--- src/rtl/imem_loader.sv ---
// Boot-time instruction-memory loader: assembles little-endian bytes into 32-bit
// words, writes them at consecutive word addresses and verifies a trailing XOR checksum.
module imem_loader #(
  parameter int DEPTH  = 256,
  parameter int ADDR_W = 8
) (
  input  logic              clk,
  input  logic              rst,
  input  logic              start,
  input  logic [ADDR_W:0]   len,
  input  logic              in_valid,
  input  logic [7:0]        in_data,
  output logic              in_ready,
  output logic              mem_we,
  output logic [31:0]       mem_addr,
  output logic [31:0]       mem_wdata,
  output logic              cpu_stall,
  output logic              done,
  output logic              err,
  output logic [2:0]        dbg_state
);

  // Handshake: a byte transfers on a rising edge where in_valid && in_ready;
  // in_ready never depends on in_valid, and in_valid may toggle freely.
  typedef enum logic [2:0] {
    S_IDLE  = 3'd0,
    S_RECV  = 3'd1,
    S_WRITE = 3'd2,
    S_CHK   = 3'd3,
    S_FIN   = 3'd4
  } state_t;

  state_t          state, state_n;
  logic [ADDR_W:0] len_q;
  logic [ADDR_W:0] idx_q;
  logic [1:0]      byte_cnt;
  logic [23:0]     part_q;
  logic [31:0]     acc_q;
  logic [31:0]     addr_q;
  logic [31:0]     wdata_q;
  logic            err_q;

  logic            bad_len;
  logic            accept;
  logic            last_byte;
  logic            last_word;
  logic [31:0]     full_word;

  assign bad_len   = (len == '0) || (len > (ADDR_W+1)'(DEPTH));
  assign in_ready  = (state == S_RECV) || (state == S_CHK);
  assign accept    = in_valid && in_ready;
  assign last_byte = accept && (byte_cnt == 2'd3);
  assign full_word = {in_data, part_q};
  assign last_word = (idx_q == (len_q - (ADDR_W+1)'(1)));

  assign cpu_stall = (state != S_IDLE);
  assign mem_addr  = addr_q;
  assign mem_wdata = wdata_q;
  assign err       = err_q;
  assign dbg_state = state;

  always_ff @(posedge clk) begin
    if (rst) state <= S_IDLE;
    else     state <= state_n;
  end

  always_comb begin
    state_n = state;
    mem_we  = 1'b0;
    done    = 1'b0;
    case (state)
      S_IDLE: begin
        if (start) state_n = bad_len ? S_FIN : S_RECV;
      end
      S_RECV: begin
        if (last_byte) state_n = S_WRITE;
      end
      S_WRITE: begin
        mem_we  = 1'b1;
        state_n = last_word ? S_CHK : S_RECV;
      end
      S_CHK: begin
        if (last_byte) state_n = S_FIN;
      end
      S_FIN: begin
        done    = 1'b1;
        state_n = S_IDLE;
      end
      default: state_n = S_IDLE;
    endcase
  end

  // Output address/data registers are only loaded on a completed program word,
  // so they hold steady outside WRITE and are never touched by checksum bytes.
  always_ff @(posedge clk) begin
    if (rst) begin
      len_q    <= '0;
      idx_q    <= '0;
      byte_cnt <= 2'd0;
      part_q   <= 24'd0;
      acc_q    <= 32'd0;
      addr_q   <= 32'd0;
      wdata_q  <= 32'd0;
      err_q    <= 1'b0;
    end else begin
      case (state)
        S_IDLE: begin
          if (start) begin
            len_q    <= len;
            idx_q    <= '0;
            byte_cnt <= 2'd0;
            part_q   <= 24'd0;
            acc_q    <= 32'd0;
            err_q    <= bad_len;
          end
        end
        S_RECV, S_CHK: begin
          if (accept) begin
            byte_cnt <= byte_cnt + 2'd1;
            case (byte_cnt)
              2'd0: part_q[7:0]   <= in_data;
              2'd1: part_q[15:8]  <= in_data;
              2'd2: part_q[23:16] <= in_data;
              default: begin
                if (state == S_RECV) begin
                  wdata_q <= full_word;
                  addr_q  <= 32'(idx_q) << 2;
                end else begin
                  err_q   <= (full_word != acc_q);
                end
              end
            endcase
          end
        end
        S_WRITE: begin
          acc_q <= acc_q ^ wdata_q;
          idx_q <= idx_q + (ADDR_W+1)'(1);
        end
        default: ;
      endcase
    end
  end

endmodule

--- config.mk ---
export PLATFORM = sky130hd
export DESIGN_NAME = imem_loader
export DESIGN_NICKNAME = d
export VERILOG_FILES = /design/src/rtl/imem_loader.sv
export SDC_FILE = /design/constraint.sdc
export NUM_CORES = 1
export LEC_CHECK = 0
export CORE_MARGIN = 10
export CORE_UTILIZATION = 49
export DETAILED_ROUTE_END_ITERATION = 12
export PLACE_DENSITY_LB_ADDON = 0.12
export SLEW_MARGIN = 30
export SYNTH_ARGS = -nofsm -noshare
export SYNTH_HDL_FRONTEND = slang
export SYNTH_SLANG_ARGS = --single-unit
--- constraint.sdc ---
create_clock -name clk -period 2.01 [get_ports clk]
set_clock_uncertainty 0.2 [all_clocks]
set_input_delay 0.201 -clock clk [delete_from_list [all_inputs] [get_ports clk]]
set_output_delay 0.201 -clock clk [all_outputs]
set_load 0.03 [all_outputs]
-- Word-level counts from Yosys, hierarchy flattened
Cells that the tools add are included.
- word-level logic and storage cells: 82
- flip-flop bits (word level): 121
- output and inout port bits: 72
- bitwise operators: 2
- $lt $le $gt $ge: 1
- equality and inequality tests: 18
- reductions and logical operators: 21
- multiplexer cells: 26
- add/subtract/negate cells: 3
- operator list (operator ; count):
    one-hot mux 32 bit (2 select lines) ; 1
    two-way mux 24 bit ; 2
    one-hot mux 24 bit (2 select lines) ; 1
    two-way mux 32 bit ; 1
    != test 32 bit ; 1
    bitwise XOR 32 bit ; 1
    two-way mux 8 bit ; 3
    != test 2 bit (second input constant) ; 9
    one-hot mux 9 bit (2 select lines) ; 1
    AND reduction 4 bit ; 4
    two-way mux 3 bit ; 4
    one-hot mux 3 bit (4 select lines) ; 1
    adder 9 x 1 -> 9 bit (second input constant) ; 1
    equality test 9 bit ; 1
    > comparator 9 bit (second input constant) ; 1
    zero test 9 bit ; 1
    two-way mux 9 bit ; 1
    subtractor 9 x 1 -> 9 bit (second input constant) ; 1
    equality test 3 x 2 -> 1 bit (second input constant) ; 2
    two-way mux 1 bit ; 6
    two-way mux 2 bit ; 3
    AND reduction 3 bit ; 2
    AND reduction 5 bit ; 1
    equality test 2 bit (second input constant) ; 2
    16 further kinds ; 20

-- Longest topological paths before layout
Gate-level depths: netlist of run 1.
- word-level depth: 6
- depth in mapped cells: 8
- depth with buffers taken out: 7

-- Worst setup path before layout of run 1
OpenSTA, ideal clock, no wires.
- path type: reg2reg
- start: register len_q[0]
- end: register state[1] (netlist: dbg_state[1])
- data required time: 1741 ps
- setup slack: 14 ps
- setup time: 69 ps
- clock period less this slack: 1996 ps
- arrival time: 1727 ps
- stages on the path, launching flop included: 7
- path buffers: 1
- cells stage by stage: dfxtp_1 buf_2 or4_1 nor2_1 mux2_1 a32o_1 o21ai_1
- cells in the longest elaborated chain, start to end: 4
- ends and longest elaborated chain (element ; line ; RTL):
    start: declaration ; 34 ; logic [ADDR_W:0] len_q;
    start signal: assignment ; 109 ; len_q <= len;
    subtractor 9 x 1 -> 9 bit ; 54 ; assign last_word = (idx_q == (len_q - (ADDR_W+1)'(1)));
    equality test 9 bit ; 54 ;
    two-way mux 2 bit ; 80 ; state_n = last_word ? S_CHK : S_RECV;
    one-hot mux 3 bit (4 select lines) ; 71 ; case (state)
    end signal: assignment ; 64 ; else state <= state_n;
    end: declaration ; 33 ; state_t state, state_n;
No other way between the ends.
A chain may end at the register's enable or synchronous reset.

-- Worst setup path after layout of run 1
Same ends and word-level chain as after synthesis.

==> results.md, run 1 <==
- Pleak: 0.00288 uW
- Share of layout cells above drive strength 1: 17.9%
- Crit-path max FO: 4
- Worst hold path class: input port to flop
- Max_cap viols: 0
- Routed length per placed instance: 16.2 um
- Asr flop ratio synth: 0%
- Die Ht: approximately 130 um
- Final Critical Period: 2.00 ns
- Worst setup EP type: flop
- Initial antenna violation count: 0
- Count of final setup violators: 0
- Crit path from: len_q[0]
- FILL cells: ~960
- Clk buf depth: 2
- Commonest non-fill, non-tap cell in the layout: nand2_1
- Core area: 0.0115 mm2
- Detail Placement HPWL: 10.7 mm
- Worst skew pair latency: 0.42 ns
- Tot Pwr: 6200 uW
- Antenna viol nets, final: 0
- Crit. path cell count: 5
- Pwr dens: ~830 mW/mm2
- N_diodes: 0
- Register area: 0.00243 mm2
- Netlist cell types: 59
- VDD IR max: 0.562 mV
- Setup crit end: dbg_state[1]
- 1st-iter DRT viols: 385
- I/O pin cnt: 93
- Slew headroom: between 50% and 60%
- Combinational group share of total power: ~10%
- Mapped cell area: slightly below 0.006 mm2
- Largest net degree at the start of global routing: just over 70
- Clk sinks: around 120
- Drt total wl: approximately 15 mm
- Arrival time at the worst endpoint: 2.14 ns
- Data required, critical path: 2.16 ns
- Synth-to-Final Area Change: 29.5%
- Number of global-route vias before repair: 5,089
- RR Startpoint: len_q[0]
- Post-DP Area: approximately 0.0067 mm2
- FMAX: 501 MHz
- Top FF cell, synth: dfxtp_1
- Nets: 825
- Die area: about 0.017 mm2
- TritonCTS clock tree: built
- Final hold vios: 0
- Critical Path, Cell by Cell: or4_4, nor2_4, mux2_1, a32o_2, o21ai_1
- Most frequent cells in the layout: 140 x nand2_1, 115 x dfxtp_1, 94 x a21oi_1
- Flop-to-flop setup slack: 0.01 ns
- Number of buffers created by CTS: 17
- Net switching power: 1440 uW
- Total track usage: 18.7%
- Clock share of power: 50.2%
- Worst Reg2Reg Path Length in Cells: 5
- DRC viols: 0
- Clock-pin slew of the registers on the worst-case setup and hold paths: 0.05 ns
- RSZ-0062 raised after global routing: true
- H-tree depth: 4
- Gpl congestion: between 0.8 and 0.9
- Synthesized area per cell: 8.17 um2
- Final period utilization: 99.3%
- Drt first pass iters: 5
- Synthesis warning total: 0
- Int Power: 4760 uW
- CP delay by family, top: simple AND/OR/NAND/NOR gates
- Kind of critical path: flop to flop
- Multi-input gate area: 0.00306 mm2
- Switching Fraction: 23.2%
- Critical Path Start Type: flop
- Avg Vias per Cell: 5.38
- Hold path start: len[2]
- Final Max Tran Viols: 0
- Port bufs: 69
- Crit path buf inv count: 0
- WHS: roughly 0.19 ns
- Non-Filler Cell Area, Final: about 0.0075 mm2
- Total number of vias: 5,120
- #FFs+latches synth: 121
- EDFF count, synth: 0
- Slew @ Worst Pin: about 0.7 ns
- Sequential power share: between 30% and 40%
- Die Wd: 128 um
- Util after Layout: 65.1%
- Std-Cell Rows: 39
- Grt ovf: 0
- Status: finished, final reports clean
- Slowest-stage cell, CP: or4_4
- Starting Density: 50.3%
- First-pass GRT wire length: 25.1 mm
- R2R Path End: dbg_state[1]
- Worst stage delay on the critical path: 0.57 ns
- Sequential share of the synthesized area: 42.0%
- Clock root buffer: clkbuf_16
- Cell count after synthesis: between 700 and 800
==> cell usage after synthesis, types with 2 or more instances <==
cell type	instances	area share, %
a211o_1	2	0.30
a21oi_1	95	8.2
and2_1	9	0.98
buf_2	11	0.95
buf_4	26	3.4
buf_6	5	0.98
clkbuf_1	21	1.4
dfxtp_1	121	42
ha_1	7	1.5
inv_1	7	0.46
inv_2	2	0.13
mux2_2	2	0.39
mux2i_1	24	4.2
nand2_1	141	9.2
nand3_1	44	3.8
nand4_1	6	0.65
nor2_1	37	2.4
nor3_1	3	0.26
nor3b_1	3	0.39
nor4_1	13	1.4
o211ai_1	3	0.39
o21a_1	3	0.39
o21ai_0	7	0.61
or2_2	32	3.5
or3_1	7	0.76
or3_2	2	0.26
xnor2_1	10	1.5
xor2_1	32	4.9
==> tightest hold or removal path, stage by stage <==
cell	delay, ns
clkdlybuf4s50_1	0.42
nand2_1	0.07
a21oi_1	0.05
==> per-stage QoR <==
stage	worst slack (ns)	TNS [ns]	instances
after detailed placement	-0.284	-13.17	918
after floorplan	0.0136	0	728
after CTS	0.00257	0	952
after global routing	-0.0112	-0.0152	952
after global placement	-0.297	-10.79	918
final	0.0135	0	952
==> cell type report <==
| class | instances | share of cell area (%) |
|---|---|---|
| Multi-Input combinational cell | 532 | 41.0 |
| Sequential cell | 121 | 32.5 |
| Timing Repair Buffer | 116 | 15.5 |
| Clock buffer | 24 | 6.58 |
| Tap cell | 143 | 2.40 |
| Clock inverter | 7 | 1.54 |
| Inverter | 9 | 0.452 |
==> power by group through the flow <==
stage                     Sequential (uW)  Clock [uW]  Combinational, uW
after floorplan                      2510           0                405
after global placement               2510           0                578
after detailed placement             2510           0                589
after CTS                            2460        3150                603
after global routing                 2470        3230                667
final                                2470        3110                621
==> kinds of logic (layout without fill, tap and decap cells) <==
logic type | count (synthesis) | count (layout) | synth area share (%)
AND/OR/NAND/NOR | 313 | 313 | 26.3
flip-flops | 121 | 121 | 42.0
AO/OA/AOI/OAI | 120 | 120 | 11.4
buffers and inverters | 75 | 156 | 7.66
XOR/XNOR | 42 | 42 | 6.38
multiplexers | 27 | 27 | 4.75
adder cells (fa/ha/maj) | 7 | 7 | 1.52
other | 1 | 23 | 0.0650
==> state kept, by name (all words and copies together) (netlist names) <==
register,cells
part_q,24
idx_q,9
byte_cnt,2
acc_q,32
mem_addr,9
err,1
mem_wdata,32
len_q,9
dbg_state,3
==> what timing repair did <==
item / in CTS / in global routing
gates resized for setup: 13 / 19
endpoints found under the hold margin: 2 / 0
endpoints found under the setup margin: 9 / 58
hold buffers: 1 / 0
gates cloned: 1 / 0
buffers inserted: 1 / 0
pin swaps: 0 / 0
==> how the worst min path moves through the flow <==
stage	endpoint	slack, ns	depth (start not counted)
3_3_place_gp	mem_addr[10]	0.24	2
4_1_cts	len_q[2]	0.17	3
5_1_grt	len_q[2]	0.19	3
3_5_place_dp	mem_addr[4]	0.25	2
6_report	len_q[2]	0.19	3
2_1_floorplan	len_q[7]	0.14	2
==> layer usage <==
layer | share of wire [%] | global-route usage (%) | vias up
met5 | 0 | 0 | -
met4 | 1.8 | 7.75 | 0
met3 | 5.7 | 4.93 | 26
met2 | 50 | 32.2 | 125
met1 | 42 | 21.6 | 2444
li1 | - | - | 2525
Note: power is estimated with default switching activity, not from simulation.
==> run 2, diff against run 1 <==
Settings changed: CAP_MARGIN set to 15, CELL_PAD_IN_SITES_DETAIL_PLACEMENT set to 0, CELL_PAD_IN_SITES_GLOBAL_PLACEMENT set to 2, CORE_UTILIZATION 49 to 28.
==> run 2 against run 1 <==
Effect of this change: sequential power about the same; maximum frequency up 2.7%; cell count grew 14%; largest cell class unchanged; critical path type unchanged; register-to-register slack improved by 0.05 ns; sequential share of layout area down 1.1 points; first-iteration DRC count shrank 50%; non-clock buffer count is 12 higher; utilization fell by 27 points; hold slack got worse by 0.0026 ns; power grew 2.9%; clock power grew 5%.
==> results.md, run 2 (same netlist as run 1, synthesis figures left out) <==
- Clock-pin slew of the registers on the worst-case setup and hold paths: 0.05 ns (about the same)
- Combinational group share of total power: 10.1% (about the same)
- TritonCTS clock tree: built
- Die area: 0.0267 mm2 (+62%)
- Total number of vias: 4,997 (-2.4%)
- Core area: 0.0202 mm2 (+76%)
- Port bufs: 69 (unchanged)
- Register area: 0.00243 mm2 (-0.10%)
- Critical Path, Cell by Cell: or4_4, nor2_4, mux2_1, a32o_2, o21ai_2
- DRC viols: 0 (unchanged)
- Kind of critical path: flop to flop
- Post-route insts no fill: 1,090 (+14%)
- Number of global-route vias before repair: 5,106 (+0.33%)
- Worst setup EP type: flop
- Starting Density: 28.5% (-22 points)
- Status: finished, final reports clean
- Sequential power share: 38.5% (-1.3 points)
- First-pass GRT wire length: 27.8 mm (+11%)
- Slowest-stage cell, CP: or4_4
- Initial antenna violation count: 0 (unchanged)
- Clock share of power: 51.4% (+1.2 points)
- Final period utilization: 96.7% (-2.6 points)
- Multi-input gate area: 0.00306 mm2 (about the same)
- Crit path from: len_q[1]
- H-tree depth: 4 (unchanged)
- VDD IR max: 0.590 mV (+4.9%)
- Flop-to-flop setup slack: 0.07 ns (+0.05 ns)
- WHS: 0.183 ns (-0.00264 ns)
- Critical Path Start Type: flop
- Total track usage: 13.3% (-5.4 points)
- Net switching power: 1480 uW (+3.2%)
- Int Power: 4900 uW (+2.8%)
- Synth-to-Final Area Change: 33.9%
- Number of buffers created by CTS: 17 (unchanged)
- Worst Reg2Reg Path Length in Cells: 5 (unchanged)
- RR Startpoint: len_q[1]
- FMAX: 514 MHz (+2.7%)
- Util after Layout: 38.2% (-27 points)
- Count of final setup violators: 0 (unchanged)
- Commonest non-fill, non-tap cell in the layout: nand2_1
- Largest net degree at the start of global routing: 121 (+70%)
- Detail Placement HPWL: 12.5 mm (+17%)
- Worst hold path class: input port to flop
- Max_cap viols: 0 (unchanged)
- FILL cells: 2,109 (+120%)
- Share of layout cells above drive strength 1: 19.3% (+1.3 points)
- Non-Filler Cell Area, Final: 0.00772 mm2 (+3.4%)
- Switching Fraction: 23.2% (+0.060 points)
- Setup crit end: dbg_state[1]
- Worst stage delay on the critical path: 0.54 ns (-0.03 ns)
- 1st-iter DRT viols: 194 (-50%)
- Clk sinks: 121 (unchanged)
- Drt total wl: 17.5 mm (+14%)
- Slew headroom: 60.5% (+7.2 points)
- Avg Vias per Cell: 4.58 (-15%)
- Worst skew pair latency: 0.42 ns (about the same)
- CP delay by family, top: simple AND/OR/NAND/NOR gates
- I/O pin cnt: 93 (unchanged)
- Clk buf depth: 2 (unchanged)
- Crit. path cell count: 5 (unchanged)
- Die Wd: 164 um (+27%)
- Antenna viol nets, final: 0 (unchanged)
- Post-DP Area: 0.00702 mm2 (+4.3%)
- Gpl congestion: 0.787 (-7.0%)
- Grt ovf: 0 (unchanged)
- Final Max Tran Viols: 0 (unchanged)
- Placed cells: 1,059 (+15%)
- Pwr dens: 826 mW/mm2 (-0.46%)
- Arrival time at the worst endpoint: 2.09 ns (-0.05 ns)
- Crit path buf inv count: 0 (unchanged)
- Crit-path max FO: 4 (unchanged)
- RSZ-0062 raised after global routing: false
- Drt first pass iters: 6 (+1)
- Setup Fix Bufs, Post-CTS: 0 (-1)
- Die Ht: 164 um (+27%)
- Clock root buffer: clkbuf_16
- Final Critical Period: 1.94 ns (-0.0524 ns)
- Most frequent cells in the layout: 139 x nand2_1, 117 x dfxtp_1, 95 x a21oi_1
- Slew @ Worst Pin: 0.593 ns (-0.108 ns)
- Data required, critical path: 2.16 ns (about the same)
- Pleak: 0.00295 uW (+2.4%)
- Routed length per placed instance: 16.1 um (-0.56%)
- Std-Cell Rows: 52 (+33%)
- N_diodes: 0 (unchanged)
- Nets: 837 (+1.5%)
- Final hold vios: 0 (unchanged)
- R2R Path End: dbg_state[1]
==> run 2: cell count changes in the layout (fill, tap and decap cells not counted), sizes merged <==
cell / before / now
bufinv: 3 / 4
inv: 9 / 10
buf: 48 / 62
dlygate4sd1: 1 / 0
bufbuf: 1 / 0
clkinvlp: 2 / 0
clkdlybuf4s15: 1 / 0
clkdlybuf4s50: 61 / 62
dlygate4sd2: 3 / 2
==> run 2: area by class of cell <==
cell class / count / area share [%]
sequential: 121 / 31.4
multi-input combinational: 532 / 39.6
clock buffer: 23 / 6.32
inverter: 9 / 0.437
clock inverter: 7 / 1.80
tap: 270 / 4.37
timing repair buffer: 128 / 16.1
==> run 2: stage by stage <==
step           setup TNS (ns)  worst slack (ns)  total power [uW]
2_1_floorplan               0            0.0136              2920
3_3_place_gp           -15.58            -0.369              3140
3_5_place_dp           -15.77            -0.342              3140
4_1_cts               -0.0287           -0.0287              6460
5_1_grt                     0           0.00233              6640
6_report                    0            0.0659              6380
==> run 2: per-layer routing <==
layer  track usage [%]  part of all wire [%]  up-vias
met5                 0                     0        -
met4              4.67                   1.3        0
met3              3.25                   3.5       19
met2              23.1                    51       58
met1              15.7                    44     2376
li1                  -                     -     2544
==> run 2: repair_timing <==
item                       4_1_cts  5_1_grt
pin swaps                        0        2
setup endpoints to repair       10       52
hold buffers                     1        0
resized for setup               11       25
gates cloned                     0        0
hold endpoints to repair         1        0
==> run 2: power groups by stage <==
stage          Sequential [uW]  Combinational [uW]  Clock, uW
2_1_floorplan             2510                 405          0
6_report                  2460                 644       3280
3_5_place_dp              2510                 630          0
5_1_grt                   2460                 699       3480
4_1_cts                   2460                 639       3360
3_3_place_gp              2510                 627          0
==> run 2: worst min-delay path by stage <==
stage | slack (ns) | startpoint | endpoint | depth (start not counted)
detailed placement | 0.25 | mem_addr[5] | mem_addr[5] | 2
global route | 0.19 | len[8] | len_q[8] | 3
finish | 0.18 | len[2] | len_q[2] | 3
CTS | 0.17 | len[2] | len_q[2] | 3
floorplan | 0.14 | len[7] | len_q[7] | 2
global placement | 0.24 | mem_addr[5] | mem_addr[5] | 2
==> run 2: worst reg2reg max path: cells and delay by family, from the launching register on <==
| kind | cells | cell delay [ns] |
|---|---|---|
| multiplexers | 1 | 0.32 |
| AO/OA/AOI/OAI | 2 | 0.38 |
| AND/OR/NAND/NOR | 2 | 0.64 |
| flip-flops | 1 | 0.33 |
